[config.mk]
export PLATFORM = sky130hd
export DESIGN_NAME = ext_param_flash_reader
export DESIGN_NICKNAME = d
export VERILOG_FILES = /design/src/rtl/ext_param_flash_reader.sv
export SDC_FILE = /design/constraint.sdc
export NUM_CORES = 1
export LEC_CHECK = 0
export ABC_AREA = 1
export CORE_MARGIN = 5
export CORE_UTILIZATION = 45
export DETAILED_ROUTE_END_ITERATION = 10
export GPL_TIMING_DRIVEN = 0
export HOLD_SLACK_MARGIN = 0.15
export PLACE_DENSITY = 0.68
export SYNTH_ARGS = -nofsm -noshare
export SYNTH_HDL_FRONTEND = slang
export SYNTH_SLANG_ARGS = --single-unit
[constraint.sdc]
create_clock -name clk -period 1.5 [get_ports clk]
set_input_delay 0.3 -clock clk [delete_from_list [all_inputs] [get_ports clk]]
set_output_delay 0.3 -clock clk [all_outputs]
set_load 0.01 [all_outputs]
[src/rtl/ext_param_flash_reader.sv]
// Reads one parameter word from a SPI (mode 0) serial flash with the 0x03 READ command.
// Requests arriving mid-transaction are held in a one-deep, last-wins pending slot.
module ext_param_flash_reader #(
  parameter int DATA_W   = 16,
  parameter int ADDR_W   = 15,
  parameter int SCLK_DIV = 2
) (
  input  logic                     clk,
  input  logic                     rst_n,
  input  logic                     read_pulse,
  input  logic [ADDR_W-1:0]        addr,
  output logic signed [DATA_W-1:0] data,
  output logic                     data_valid,
  output logic                     busy,
  output logic                     spi_sclk,
  output logic                     spi_cs_n,
  output logic                     spi_mosi,
  input  logic                     spi_miso
);

  localparam int NBITS = 32 + DATA_W;
  localparam int BIT_W = $clog2(NBITS + 1);
  localparam int DIV_W = $clog2(2 * SCLK_DIV + 1);
  localparam int BYTES = DATA_W / 8;

  localparam logic [DIV_W-1:0] RISE_AT    = DIV_W'(SCLK_DIV - 1);
  localparam logic [DIV_W-1:0] PERIOD_END = DIV_W'(2 * SCLK_DIV - 1);
  localparam logic [DIV_W-1:0] GAP_END    = DIV_W'(2 * SCLK_DIV);
  localparam logic [BIT_W-1:0] LAST_BIT   = BIT_W'(NBITS - 1);
  localparam logic [BIT_W-1:0] FIRST_RX   = BIT_W'(32);

  typedef enum logic [1:0] {
    IDLE,
    SHIFT,
    GAP
  } state_e;

  state_e              state_q, state_d;
  logic [BIT_W-1:0]    bit_cnt_q, bit_cnt_d;
  logic [DIV_W-1:0]    div_cnt_q, div_cnt_d;
  logic [31:0]         tx_q, tx_d;
  logic [DATA_W-1:0]   rx_q, rx_d;
  logic [DATA_W-1:0]   data_q, data_d;
  logic                valid_q, valid_d;
  logic                sclk_q, sclk_d;
  logic                cs_n_q, cs_n_d;
  logic                pend_q, pend_d;
  logic [ADDR_W-1:0]   pend_addr_q, pend_addr_d;

  logic                start;
  logic [ADDR_W-1:0]   start_addr;
  logic [23:0]         byte_addr;

  always_ff @(posedge clk) begin
    if (!rst_n) begin
      state_q     <= IDLE;
      bit_cnt_q   <= '0;
      div_cnt_q   <= '0;
      tx_q        <= '0;
      rx_q        <= '0;
      data_q      <= '0;
      valid_q     <= 1'b0;
      sclk_q      <= 1'b0;
      cs_n_q      <= 1'b1;
      pend_q      <= 1'b0;
      pend_addr_q <= '0;
    end else begin
      state_q     <= state_d;
      bit_cnt_q   <= bit_cnt_d;
      div_cnt_q   <= div_cnt_d;
      tx_q        <= tx_d;
      rx_q        <= rx_d;
      data_q      <= data_d;
      valid_q     <= valid_d;
      sclk_q      <= sclk_d;
      cs_n_q      <= cs_n_d;
      pend_q      <= pend_d;
      pend_addr_q <= pend_addr_d;
    end
  end

  // Truncating both operands to 24b first yields the low 24b of the full product.
  assign byte_addr = 24'(start_addr) * 24'(BYTES);

  always_comb begin
    state_d     = state_q;
    bit_cnt_d   = bit_cnt_q;
    div_cnt_d   = div_cnt_q;
    tx_d        = tx_q;
    rx_d        = rx_q;
    data_d      = data_q;
    valid_d     = 1'b0;
    sclk_d      = sclk_q;
    cs_n_d      = cs_n_q;
    pend_d      = pend_q;
    pend_addr_d = pend_addr_q;
    start       = 1'b0;
    start_addr  = addr;

    case (state_q)
      IDLE: begin
        if (read_pulse) begin
          start = 1'b1;
        end else if (pend_q) begin
          start      = 1'b1;
          start_addr = pend_addr_q;
        end
      end

      SHIFT: begin
        if (read_pulse) begin
          pend_d      = 1'b1;
          pend_addr_d = addr;
        end
        if (div_cnt_q == RISE_AT) begin
          sclk_d    = 1'b1;
          div_cnt_d = div_cnt_q + DIV_W'(1);
          if (bit_cnt_q >= FIRST_RX) begin
            rx_d = {rx_q[DATA_W-2:0], spi_miso};
          end
        end else if (div_cnt_q == PERIOD_END) begin
          sclk_d    = 1'b0;
          div_cnt_d = '0;
          if (bit_cnt_q == LAST_BIT) begin
            cs_n_d  = 1'b1;
            data_d  = rx_q;
            valid_d = 1'b1;
            state_d = GAP;
          end else begin
            bit_cnt_d = bit_cnt_q + BIT_W'(1);
            tx_d      = {tx_q[30:0], 1'b0};
          end
        end else begin
          div_cnt_d = div_cnt_q + DIV_W'(1);
        end
      end

      GAP: begin
        // The strobe cycle closes the last bit period; the CS-high gap is the 2*SCLK_DIV cycles after it.
        if (div_cnt_q == GAP_END) begin
          if (read_pulse) begin
            start = 1'b1;
          end else if (pend_q) begin
            start      = 1'b1;
            start_addr = pend_addr_q;
          end else begin
            state_d = IDLE;
          end
        end else begin
          div_cnt_d = div_cnt_q + DIV_W'(1);
          if (read_pulse) begin
            pend_d      = 1'b1;
            pend_addr_d = addr;
          end
        end
      end

      default: state_d = IDLE;
    endcase

    if (start) begin
      state_d   = SHIFT;
      cs_n_d    = 1'b0;
      sclk_d    = 1'b0;
      div_cnt_d = '0;
      bit_cnt_d = '0;
      rx_d      = '0;
      tx_d      = {8'h03, byte_addr};
      pend_d    = 1'b0;
    end
  end

  assign data       = data_q;
  assign data_valid = valid_q;
  assign busy       = (state_q != IDLE) || pend_q;
  assign spi_sclk   = sclk_q;
  assign spi_cs_n   = cs_n_q;
  assign spi_mosi   = tx_q[31];

endmodule

==> summary by stage, run 1 <==
Clock tree
The number of sinks on the clock net is 93. The clock root buffer master is sky130_fd_sc_hd__clkbuf_8. The TritonCTS clock tree is built. The H-tree was split into 3 levels. The buffer depth of the longest clock path is 2.

The number of buffers added by the clock tree synthesis step is 9. After clock tree synthesis, the clock-pin slew on the worst setup and hold paths is 100 ps. Clock latency on the worst-skew pair, taken at its later pin, is 360 ps.

Power
The portion of total power attributed to combinational logic is 13.3%. The leakage power is 2.34 nW. Registers are responsible for 51.9% of the overall power. The clock network accounts for 34.8% of the total power. The switching power total is 1.32 mW. The worst ir drop on vdd is 0.000526 V.

The cell-internal power is 3.65 mW. The power per cell area is 903 nW/um^2. The switching power as a share of total power is 26.6%.

Route
The detailed-routing iteration count for the pre-antenna-repair pass is 4. The detailed-route via count is 3730. The routed wire length is 10800 um.

The DRC marker count from the first detailed-route iteration is 286. Dividing the detail-routed wire length by the instance count gives 14.7 um. The remaining antenna violation count after routing is 0. Dividing the detail-routed via count by the number of cells gives 5.06.

For this run, design rule violations remaining after detail routing come to 0.

Placement
The cell area reported after detailed placement is 4430 sq um. Input and output buffers added on the ports amount to 38. The estimated wirelength of the detail-placed design is 6590 um. At the end of routability-driven placement, the weighted congestion stood at 0.894.

Flow run
The tool flagged a number of max-cap violations equal to 0.

Min path
The worst min-delay path class is in2reg.

Worst setup path
The capturing point of the worst reg2reg path is tx_q[1]. The required time of the worst setup path is 1750 ps. The arrival time of the worst setup path is 1820 ps. The critical register-to-register path startpoint is div_cnt_q[1]. In this run the worst setup path begins at div_cnt_q[1].

The worst setup path is captured at a register. Of all nets on the critical path, the largest fanout is 6. In this run the register-to-register setup slack is -70 ps.

Counting cells, the worst reg-to-reg path comes to 11. The worst setup path is launched from a register. The worst setup path is of the reg2reg kind. The critical path ends at tx_q[1].

Status
The flow ran to the end, but the final reports show violations. The checks that failed: negative setup slack.

STA
Setup violations remaining at the end of the flow were counted as 41. Timing would allow up to 635 MHz. The clock period minus final worst setup slack is 1570 ps.

The count of final hold-check violations is 0. The relative slew slack is 70.8%. The largest clock skew in the final design is 6.48 ps.

At the pin with the least slew margin, the transition time is 438 ps. The final count of pins violating max slew is 0. After layout, the worst path uses 105% of the clock period. Setup repair after global routing could not meet its margin everywhere. In the post-route analysis, the smallest setup slack over all paths is -74.4 ps.

Floorplanning
The die boundary height is 103 um. The initial core utilization is 45.4%. The floorplan die area is 10600 sq um.

The core region is 8590 sq um. The overall die width is 103 um. 40 I/O pins were placed. The number of core rows is 34.

Synth
Sorting the synthesized cells by how often they occur yields sky130_fd_sc_hd__nand2_1 (96), sky130_fd_sc_hd__dfxtp_1 (93), sky130_fd_sc_hd__o21ai_0 (77), sky130_fd_sc_hd__nor2_1 (66), sky130_fd_sc_hd__inv_1 (65). Synthesis produced a netlist whose cell count is 541. The most common cell in the synthesized netlist is sky130_fd_sc_hd__nand2_1. The post-synthesis cell type with the largest combined area is sky130_fd_sc_hd__dfxtp_1. The top-area cell type share of the netlist area is 47.7%. For this run, the register share of the synthesized area comes to 47.7%. The mean post-synth cell area is 7.22 sq um. By area the synthesized netlist is led by sky130_fd_sc_hd__dfxtp_1 (48%), sky130_fd_sc_hd__o21ai_0 (9.9%), sky130_fd_sc_hd__nand2_1 (9.2%). The prevailing post-synth register cell is sky130_fd_sc_hd__dfxtp_1. After synthesis, the share of flip-flops with an asynchronous set or reset is 0%. The number of nets in the synthesized netlist is 567. The count of cell types in the netlist is 21. The warning count from the yosys run is 0. The synthesized cell area is 3900 sq um. The number of enable flip-flop cells after synthesis is 0.

The register bit count reported by yosys is 93.

Layout
In the final design database the tool counted 650 nets. Fill cells in the final layout number 711. The post-layout utilization of the core is 64.1%. The number of antenna diodes is 0. The finished cells cover 5510 sq um. Compared with the post-synthesis result, the final layout area differs by 41.1%. Cells with a size suffix above 1 make up 28.3% of the layout.

Global routing
Global routing consumed, over all layers together, 19.5% of the routing resources. The initial antenna violation count came to 0. The leftover overflow at the end of global routing is 0. The wire length of the first global-routing pass is 16300 um. The via count of the first global-routing pass is 3534. Entering global routing, the biggest net connects 17 pins.
==> worst min-delay path by stage <==
stage / startpoint / endpoint / slack [ps] / cells past startpoint
2_1_floorplan: pend_addr_q[10] / pend_addr_q[10] / 420 / 2
3_3_place_gp: pend_addr_q[6] / pend_addr_q[6] / 430 / 2
3_5_place_dp: pend_addr_q[12] / pend_addr_q[12] / 440 / 2
4_1_cts: read_pulse / tx_q[4] / 400 / 5
5_1_grt: pend_addr_q[4] / pend_addr_q[4] / 470 / 2
6_report: read_pulse / tx_q[4] / 430 / 5
==> cells in the final DEF (no fill, tap or decap), types with 2 or more instances in the layout <==
master                            netlist  final
sky130_fd_sc_hd__ha_1                   7      2
sky130_fd_sc_hd__clkbuf_2               1      5
sky130_fd_sc_hd__buf_4                  6     20
sky130_fd_sc_hd__buf_12                 0      2
sky130_fd_sc_hd__o21ai_0               77     31
sky130_fd_sc_hd__buf_2                 13      3
sky130_fd_sc_hd__o21ai_1                3     23
sky130_fd_sc_hd__nor2_4                 2     14
sky130_fd_sc_hd__a21oi_4                0      3
sky130_fd_sc_hd__nor2_2                 2      9
sky130_fd_sc_hd__o21ai_2                0     26
sky130_fd_sc_hd__nand2_4                0      4
sky130_fd_sc_hd__clkbuf_1               8      3
sky130_fd_sc_hd__dlygate4sd2_1          0     20
sky130_fd_sc_hd__dfxtp_1               93     85
sky130_fd_sc_hd__a21oi_2                0     12
sky130_fd_sc_hd__clkbuf_8               0     10
sky130_fd_sc_hd__nand2_2                1      4
sky130_fd_sc_hd__clkinvlp_4             0      4
sky130_fd_sc_hd__clkdlybuf4s50_1        0     17
sky130_fd_sc_hd__ha_4                   0      4
sky130_fd_sc_hd__nand2_1               96     89
sky130_fd_sc_hd__buf_6                  1     27
sky130_fd_sc_hd__dfxtp_4                0      4
sky130_fd_sc_hd__inv_2                  3      3
sky130_fd_sc_hd__dfxtp_2                0      4
sky130_fd_sc_hd__nand3_1               37     30
sky130_fd_sc_hd__inv_4                  0      4
sky130_fd_sc_hd__nor2_1                66     48
sky130_fd_sc_hd__a21oi_1               57     42
sky130_fd_sc_hd__inv_1                 65     59
sky130_fd_sc_hd__nand3_2                1      7
==> area by class of cell <==
| class | count | area [sq um] | area share (%) |
|---|---|---|---|
| Buffer | 28 | 274 | 4.97 |
| Inverter | 68 | 277 | 5.02 |
| Tap cell | 108 | 135 | 2.45 |
| Timing Repair Buffer | 72 | 684 | 12.4 |
| Clock buffer | 10 | 138 | 2.50 |
| Clock inverter | 6 | 70.1 | 1.27 |
| Sequential cell | 93 | 1880 | 34.1 |
| Multi-Input combinational cell | 352 | 2050 | 37.2 |
==> cell families (layout without fill, tap and decap cells) <==
logic type	Yosys count	in the layout	synth area share, %
compound gates	138	138	17.8
fa+ha+maj	7	7	2.24
buf+inv	97	184	10.5
flops	93	93	47.7
simple gates	206	207	21.8
==> layer usage <==
metal  GRT usage (%)  wire, um  part of all wire, %  up-vias
met5               0         0                    0        -
met4            7.47       266                  2.5        0
met3            3.59       282                  2.6       21
met2            33.6      5590                   52       76
met1            24.1      4690                   43     1740
li1                -         -                    -     1893
==> worst max-delay path, cell delays in order (launching register included) <==
cell                      delay, ps
sky130_fd_sc_hd__dfxtp_4        380
sky130_fd_sc_hd__inv_4           50
sky130_fd_sc_hd__ha_2           180
sky130_fd_sc_hd__nand2_4        100
sky130_fd_sc_hd__nand2_1         90
sky130_fd_sc_hd__nor2_2         150
sky130_fd_sc_hd__nand2_4        100
sky130_fd_sc_hd__buf_4          160
sky130_fd_sc_hd__nand2_1         50
sky130_fd_sc_hd__nand2_1         70
sky130_fd_sc_hd__nand2_1         80
sky130_fd_sc_hd__nor2_1          50
==> timing repair <==
action,4_1_cts,5_1_grt
hold buffers,0,0
gates cloned,8,2
buffers inserted,19,9
pin swaps,10,22
gates resized for setup,110,153
setup endpoints to repair,112,93
==> sequential cells by signal, summed over array words and instances, names as in the netlist <==
register and flops:
bit_cnt_q 6, data 16, data_valid 1, div_cnt_q 3, pend_addr_q 15, pend_q 1
rx_q 16, spi_cs_n 1, spi_sclk 1, state_q 2, tx_q 31
==> power groups by stage <==
stage / registers, mW / logic [mW] / clock network (mW)
after floorplan: 2.63 / 0.281 / 0
after global placement: 2.63 / 0.423 / 0
after global routing: 2.59 / 0.714 / 1.88
after CTS: 2.58 / 0.544 / 1.76
final: 2.58 / 0.662 / 1.73
after detailed placement: 2.63 / 0.433 / 0
==> metrics by stage <==
stage                     total power, mW  instances  setup slack [ps]  hold WS (ps)  setup TNS [ps]
final                                4.98        737             -74.4           428            -981
after floorplan                      2.91        541              20.3           425               0
after detailed placement             3.07        687              -462           441          -22020
after CTS                            4.88        730             -89.3           403           -2090
after global routing                 5.19        737              -156           467           -5770
after global placement               3.05        687              -421           433          -21810
Note: power is estimated with default switching activity, not from simulation.
==> run 2, diff against run 1 <==
--- a/config.mk
+++ b/config.mk
@@ -5,7 +5,6 @@
 export SDC_FILE = /design/constraint.sdc
 export NUM_CORES = 1
 export LEC_CHECK = 0
-export ABC_AREA = 1
 export CORE_MARGIN = 5
 export CORE_UTILIZATION = 45
 export DETAILED_ROUTE_END_ITERATION = 10
==> run 2 against run 1 <==
Against the previous run: the flow still finishes with violations (negative setup slack); clock-buffer cell count stayed put; sequential share of layout area is 1.1 points higher; worst setup slack worse by 95 ps; cell area is 3.1% lower; critical path depth is 4 lower; synthesized area is 0.74% lower; clock power is 2% lower; hold slack better by 29 ps; sequential power hardly changed; fmax is 5.7% lower; highest routed layer unchanged.
==> summary by stage, run 2 <==
Worst setup path
The worst register-to-register path has a setup slack of -170 ps. For the worst setup path, the data required time is 1740 ps. The capturing point of the worst reg2reg path is bit_cnt_q[3].

The depth of the most critical reg-to-reg path is 7. The kind of start point of the critical path is a register. The nature of the critical path endpoint is a register. The critical path is of the reg2reg type.

Of all nets on the critical path, the largest fanout is 5. The arrival time of the worst setup path is 1910 ps. The worst register-to-register path begins at div_cnt_q[0].

STA
Derived from the worst setup path, the maximum achievable clock frequency is 599 MHz. Setup violations remaining at the end of the flow were counted as 92. Of the available clock period, the critical path in the final layout requires 111%. The clock period minus final worst setup slack is 1670 ps.

For the pin with the worst max-slew slack, the measured transition is 584 ps. The final count of pins violating max slew was 0. The final total negative setup slack is -8600 ps. The count of final hold-check violations is 0.

Setup repair after global routing could not meet its margin everywhere. The clock arrives with 8.24 ps of skew. Across all setup checks in the final design, the least slack found is -170 ps. The relative slew slack is 61.0%.

Floorplanning
The floorplan has 33 rows. The I/O pin count is 40. The total core area is 8300 sq um. The die is 103 um wide. The die covers 10600 sq um. The die boundary height is 103 um. For this configuration, the core starts out at a cell density of 46.7%.

Layout
The post-layout instance count excluding filler cells is 634. The number of nets in the final layout is 550. Relative to the synthesized area, the layout overhead comes to 37.8%. The number of flip-flops in the largest register is 31. The post-layout utilization of the core is 64.4%. The top register by number of flip-flops is tx_q. Cells with a size suffix above 1 make up 24.8% of the layout.

The number of antenna diodes in the final layout is 0. The top cell types in the final layout, fill and taps aside, are sky130_fd_sc_hd__dfxtp_1 (86), sky130_fd_sc_hd__a21oi_1 (57), sky130_fd_sc_hd__nand2_1 (40). The most common library cell in the layout ignoring fill and taps is sky130_fd_sc_hd__dfxtp_1.

Synth
The count of cell types in the netlist is 42. After synthesis, the most frequently instantiated cells are sky130_fd_sc_hd__dfxtp_1 (93), sky130_fd_sc_hd__a21oi_1 (72), sky130_fd_sc_hd__nand2_1 (44), sky130_fd_sc_hd__o21ai_0 (36), sky130_fd_sc_hd__nand3_1 (33). The fraction of registers with async set/reset is 0%.

The warning count from the yosys run is 0. The synthesized design devotes to its leading area cell type 48.0% of total area. The prevailing post-synth register cell is sky130_fd_sc_hd__dfxtp_1. The mean post-synth cell area is 8.71 sq um. The most common cell in the synthesized netlist is sky130_fd_sc_hd__dfxtp_1.

Sequential cells were found to cover 48.0% of the synthesized design area. Yosys attributes the largest share of cell area to sky130_fd_sc_hd__dfxtp_1 (48%), sky130_fd_sc_hd__a21oi_1 (9.3%), sky130_fd_sc_hd__mux2i_1 (7.5%). Counting flops and latches in the post-synthesis netlist gives 93.

The synthesized design contains 0 enable-type register cells. The synthesized cell area is 3880 sq um. Synthesis produced 445 cells.

Counting every net in the synthesized netlist gives 471. The post-synthesis cell type with the largest combined area is sky130_fd_sc_hd__dfxtp_1.

Power
The worst ir drop on vdd is 0.000504 V. Summed over all nets, the switching power comes to 1.20 mW. The power per cell area is 900 nW/um^2.

For this design the static power due to leakage is 2.18 nW. The share of total power dissipated in the clock network is 35.2%. Of the total power, combinational logic draws 11.6%. The cell-internal power is 3.61 mW.

The fraction of power consumed by sequential logic is 53.2%. The sum of internal, switching and leakage power is 4.81 mW. The switching power as a share of total power is 25.0%.

Clock tree
The longest clock path from root to sink contains 2 buffers. The tree is rooted in a sky130_fd_sc_hd__clkbuf_8. The clock drives 93 sinks.

The number of hold-repair buffers added at the cts stage is 0. TritonCTS built the clock tree. Buffers inserted during clock tree synthesis total 9.

CTS built an H-tree with a depth of 3. After clock tree synthesis, the clock-pin slew on the worst setup and hold paths is 90 ps. The clock reaches the later pin of the worst-skew pair after 360 ps.

Placement
Detailed placement finished with a half-perimeter wire length of 6290 um. In this run, placement finished with an instance count of 588. The worst slack at placement is -404 ps.

At the end of routability-driven placement, the weighted congestion stood at 0.855. The number of buffers inserted by port buffering is 38.

Min path
In this run the worst hold path is classified as reg2reg. The hold path startpoint is data[2]. The worst-case hold path end point is data[2].

Counting instances, the worst hold path has a depth of 2.

Global routing
The initial antenna violation count is 0. The total track usage is 18.7%. The wire length of the first global-routing pass is 15600 um. The maximum number of pins on one net before global-route repair is 16.

After global routing the overflow that remains totals 0. The via count of the first global-routing pass was 3240.

Route
After detailed routing, the average wire length per cell comes to 16.0 um. The remaining antenna violation count after routing is 0. In the routed design, unresolved DRC markers number 0. For this block, the via count after detailed routing is 3445. For this block, the routed nets add up to 10200 um of wire. The detailed-routing iteration count for the pre-antenna-repair pass is 4. In the routed layout, each cell is associated on average with a via count of 5.43.

The DRC marker count from the first detailed-route iteration is 116.

Status
The run finished, with violations left. The checks that failed: negative setup slack.

Flow run
Across the run, the number of max-cap violations was 0.
## run 2: changes by cell type after synthesis, sizes merged, moves of 5 or more
| cell | change |
|---|---|
| inv | -61 |
| a21oi | +17 |
| and3 | +16 |
| o21ai | -44 |
| clkbuf | +5 |
| nand2 | -53 |
| nor2 | -44 |
| o22ai | +14 |
| mux2i | +29 |
## run 2: cell type report
type	count	area, sq um
flip-flops and latches	93	1880
multi-input cells	309	2060
plain buffers	34	330
clock buffers	10	138
fillers	679	2960
inverters	8	33.8
repair buffers	69	708
clock inverters	6	61.3
well taps	105	131
## run 2: worst max path at each step
stage                       from  slack (ps)        endpoint  cells after the start
CTS                       pend_q        -150            busy                      3
detailed placement         rst_n        -400        data[11]                      4
global route        div_cnt_q[1]        -240    bit_cnt_q[3]                      9
floorplan           div_cnt_q[0]         -50    bit_cnt_q[5]                      5
finish              div_cnt_q[0]        -170    bit_cnt_q[3]                      7
global placement           rst_n        -370  pend_addr_q[0]                      4
## run 2: what timing repair did
item / CTS / global route
pin swaps: 7 / 9
gates resized for setup: 98 / 56
hold endpoints to repair: 0 / 0
buffers inserted: 11 / 14
endpoints found under the setup margin: 107 / 91
cloned: 1 / 6
## run 2: cells by family after synthesis
logic type,count (synthesis),synth area share (%)
buffers and inverters,43,5.36
muxes,29,7.49
xor gates and xnor gates,1,0.226
DFF,93,48.0
adders and majority gates,7,2.26
and+or+nand+nor,134,16.7
AOI/OAI and AO/OA,138,19.9
## run 2: metal layers
| layer | GRT usage (%) | share of wire (%) | vias to the layer above |
|---|---|---|---|
| met4 | 6.18 | 1.7 | 0 |
| met3 | 3.79 | 4.3 | 13 |
| met5 | 0 | 0 | - |
| met1 | 25.0 | 45 | 1640 |
| li1 | - | - | 1722 |
| met2 | 30.4 | 49 | 70 |
## run 2: through the flow
stage	area, sq um	hold slack (ps)
6_report	5340	457
5_1_grt	5340	486
3_3_place_gp	4470	445
4_1_cts	4920	472
3_5_place_dp	4470	460
2_1_floorplan	3950	376
## run 2: critical path: stages, from the launching register on
cell and delay [ps]:
sky130_fd_sc_hd__dfxtp_4 380, sky130_fd_sc_hd__ha_2 210, sky130_fd_sc_hd__ha_4 180, sky130_fd_sc_hd__o2111ai_4 180, sky130_fd_sc_hd__buf_4 180, sky130_fd_sc_hd__clkbuf_16 150
sky130_fd_sc_hd__o21ai_0 180, sky130_fd_sc_hd__a21oi_1 90
## run 2: power by group through the flow
stage	sequential [mW]	combinational [mW]	clock (mW)
after floorplan	2.61	0.229	0
after global placement	2.62	0.370	0
after detailed placement	2.62	0.374	0
after CTS	2.56	0.420	1.73
after global routing	2.56	0.598	1.85
final	2.56	0.559	1.69
==> run 3, diff against run 2 <==
--- a/config.mk
+++ b/config.mk
@@ -11,6 +11,7 @@
 export GPL_TIMING_DRIVEN = 0
 export HOLD_SLACK_MARGIN = 0.15
 export PLACE_DENSITY = 0.68
+export SKIP_LAST_GASP = 1
 export SYNTH_ARGS = -nofsm -noshare
 export SYNTH_HDL_FRONTEND = slang
 export SYNTH_SLANG_ARGS = --single-unit
==> run 3 against run 2 <==
Against the previous run: cell area is 1.9% higher; die area did not move; clock power about the same; global-route usage fell by 0.11 points; combinational power down 4.8%; the run still ends with negative setup slack left.
==> summary by stage, run 3 (synthesized netlist as in run 2, its figures left out) <==
Status
The run finished, with violations left. The checks that failed: negative setup slack.

Global routing
The total track usage is 18.6%. Global routing finished with a remaining overflow of 0. The via count of the first global-routing pass is 3242. The first global-routing pass estimated 15500 um of wire.

Entering global routing, the biggest net connects 16 pins. The initial antenna violation count is 0.

Power
For this design the total switching power over the nets is 1.18 mW. Net switching is 24.7% of the power. The cell-internal power is 3.60 mW. Power comes to 4.78 mW. The worst ir drop on vdd is 0.000507 V. For this design the static power due to leakage is 2.21 nW. The fraction of power consumed by sequential logic is 53.6%. The power per cell area is 878 nW/um^2. The clock network burns 35.3% of the power. The portion of total power attributed to combinational logic is 11.1%.

STA
The final number of setup-violating endpoints is 86. The worst hold slack across all endpoints is 457 ps. In this run the tightest slew margin relative to its limit is 64.6%. The final count of pins violating max slew is 0. The final total negative setup slack is -8200 ps. For the pin with the worst max-slew slack, the measured transition is 531 ps.

Subtracting the final worst setup slack from the clock period gives 1660 ps. Clock skew on the completed layout was measured at 9.59 ps. The fraction of the cycle the final worst path needs is 111%.

Static timing analysis puts the maximum clock frequency at 602 MHz. Setup repair after global routing could not meet its margin everywhere. The smallest setup slack after layout is -160 ps. The count of final hold-check violations was 0.

Route
After detailed routing, the number of vias per cell comes to 5.47. The remaining antenna violation count after routing is 0. The final routed wire length divided by cell count is 15.7 um.

The routed wire length is 9940 um. The post-detailed-route DRC marker count is 0. The first routing iteration left 107 violations. The detailed-route via count is 3471. The pre-antenna-repair detailed-routing pass consisted of 5 iterations.

Layout
The most common library cell in the layout ignoring fill and taps is sky130_fd_sc_hd__dfxtp_1. The final cell area excluding filler cells is 5440 sq um. Counting flops per register, the top entry is tx_q.

In the final layout, the share of cells above drive strength 1 is 27.4%. The number of nets in the final layout is 551. The area growth from synthesis to final layout is 40.4%. The top cell types in the final layout, fill and taps aside, are sky130_fd_sc_hd__dfxtp_1 (85), sky130_fd_sc_hd__a21oi_1 (58), sky130_fd_sc_hd__nand2_1 (41). Once layout is complete, the cells apart from fillers number 635. 0 antenna diodes ended up in the layout. The post-layout utilization of the core is 65.6%. The number of flip-flops in the largest register is 31.

Worst setup path
The kind of start point of the critical path is a register. At the worst endpoint, the arrival time is 1950 ps. The largest individual stage delay along the critical path comes from the cell sky130_fd_sc_hd__dfxtp_2. The nature of the critical path endpoint is a register.

The depth of the most critical reg-to-reg path is 7. In this run the worst path has a maximum fanout of 5. The logic depth of the worst setup path including buffers is 7.

The critical path contains buffers and inverters numbering 2 combined. The critical path goes through inv_2 -> ha_4 -> or2b_4 -> o2111ai_4 -> clkbuf_16 -> or3_1 -> a21oi_2. The largest single stage delay on the critical path is 350 ps. The cell class contributing the biggest share of worst-path delay is simple AND/OR/NAND/NOR gates. The worst setup path is of the reg2reg kind. The required time of the worst setup path is 1790 ps.

Clock tree
The buffer depth of the longest clock path is 2. Clock latency on the worst-skew pair, taken at its later pin, is 360 ps. TritonCTS built the clock tree. Clock-pin slew was measured on the worst setup and hold paths at 90 ps.

The number of sinks on the clock net is 93. Counting the buffers created by CTS gives 9. The cell sitting at the root of the clock tree is a sky130_fd_sc_hd__clkbuf_8. The number of hold buffers added after CTS was 0.

The H-tree level count is 3.

Placement
The estimated wirelength of the detail-placed design is 6290 um. OpenSTA, run right after detailed placement, puts the worst setup slack at -404 ps. The congestion estimate from routability-driven global placement came to 0.855.

Once placement completed, the tool counted placed cells totaling 588. After detailed placement, the total cell area comes to 4470 sq um. During placement, the flow inserted port buffers numbering 38.

Floorplanning
For this configuration, the core starts out at a cell density of 46.7%. Row generation in the floorplan step produced 33 rows. The core region is 8300 sq um. The floorplan step set the die height to 103 um. The floorplan die area is 10600 sq um. 40 I/O pins were placed. The die is 103 um wide.

Min path
The worst hold path belongs to the class reg2reg. The hold path depth is 2.

Flow run
Max-cap violations in this run came to 0.
run 3: cell types whose count changed in the layout (fill, tap and decap cells not counted), moves of 3 or more:
cell and change:
sky130_fd_sc_hd__o21ai_2 +9, sky130_fd_sc_hd__buf_12 +3, sky130_fd_sc_hd__buf_4 -3, sky130_fd_sc_hd__o21ai_1 -9, sky130_fd_sc_hd__nand3_2 +3, sky130_fd_sc_hd__clkbuf_8 -3
run 3: power by group through the flow:
stage,registers [mW],clock network [mW],logic [mW]
3_3_place_gp,2.62,0,0.370
3_5_place_dp,2.62,0,0.374
4_1_cts,2.56,1.73,0.406
6_report,2.56,1.69,0.532
2_1_floorplan,2.61,0,0.229
5_1_grt,2.57,1.83,0.572
run 3: worst paths after layout:
check                from      endpoint  slack, ps
max          div_cnt_q[1]  bit_cnt_q[4]       -160
min               data[2]       data[2]        460
max reg2reg  div_cnt_q[1]  bit_cnt_q[4]       -160
min reg2reg       data[2]       data[2]        460
run 3: layout make-up:
type | count | area (sq um)
Tap cell | 105 | 131
Clock inverter | 6 | 61.3
Clock buffer | 10 | 138
Timing Repair Buffer | 70 | 756
Fill cell | 673 | 2860
Sequential cell | 93 | 1880
Multi-Input combinational cell | 309 | 2100
Buffer | 34 | 339
Inverter | 8 | 33.8
run 3: what timing repair did:
item	4_1_cts	5_1_grt
setup buffers	11	15
gates cloned	1	6
endpoints found under the setup margin	107	93
pin swaps	5	25
resized for setup	82	91
run 3: per-layer routing:
| metal | wire, um | GRT usage (%) | vias to the layer above | share of wire, % |
|---|---|---|---|---|
| met5 | 0 | 0 | - | 0 |
| met4 | 187 | 6.67 | 0 | 1.9 |
| met3 | 463 | 3.79 | 15 | 4.7 |
| met2 | 4840 | 30.1 | 74 | 49 |
| met1 | 4450 | 24.7 | 1653 | 45 |
| li1 | - | - | 1729 | - |
run 3: worst min-delay path, delay by kind of cell (launching register included):
family          cells  cell delay (ps)
compound gates      2              100
flops               1              320
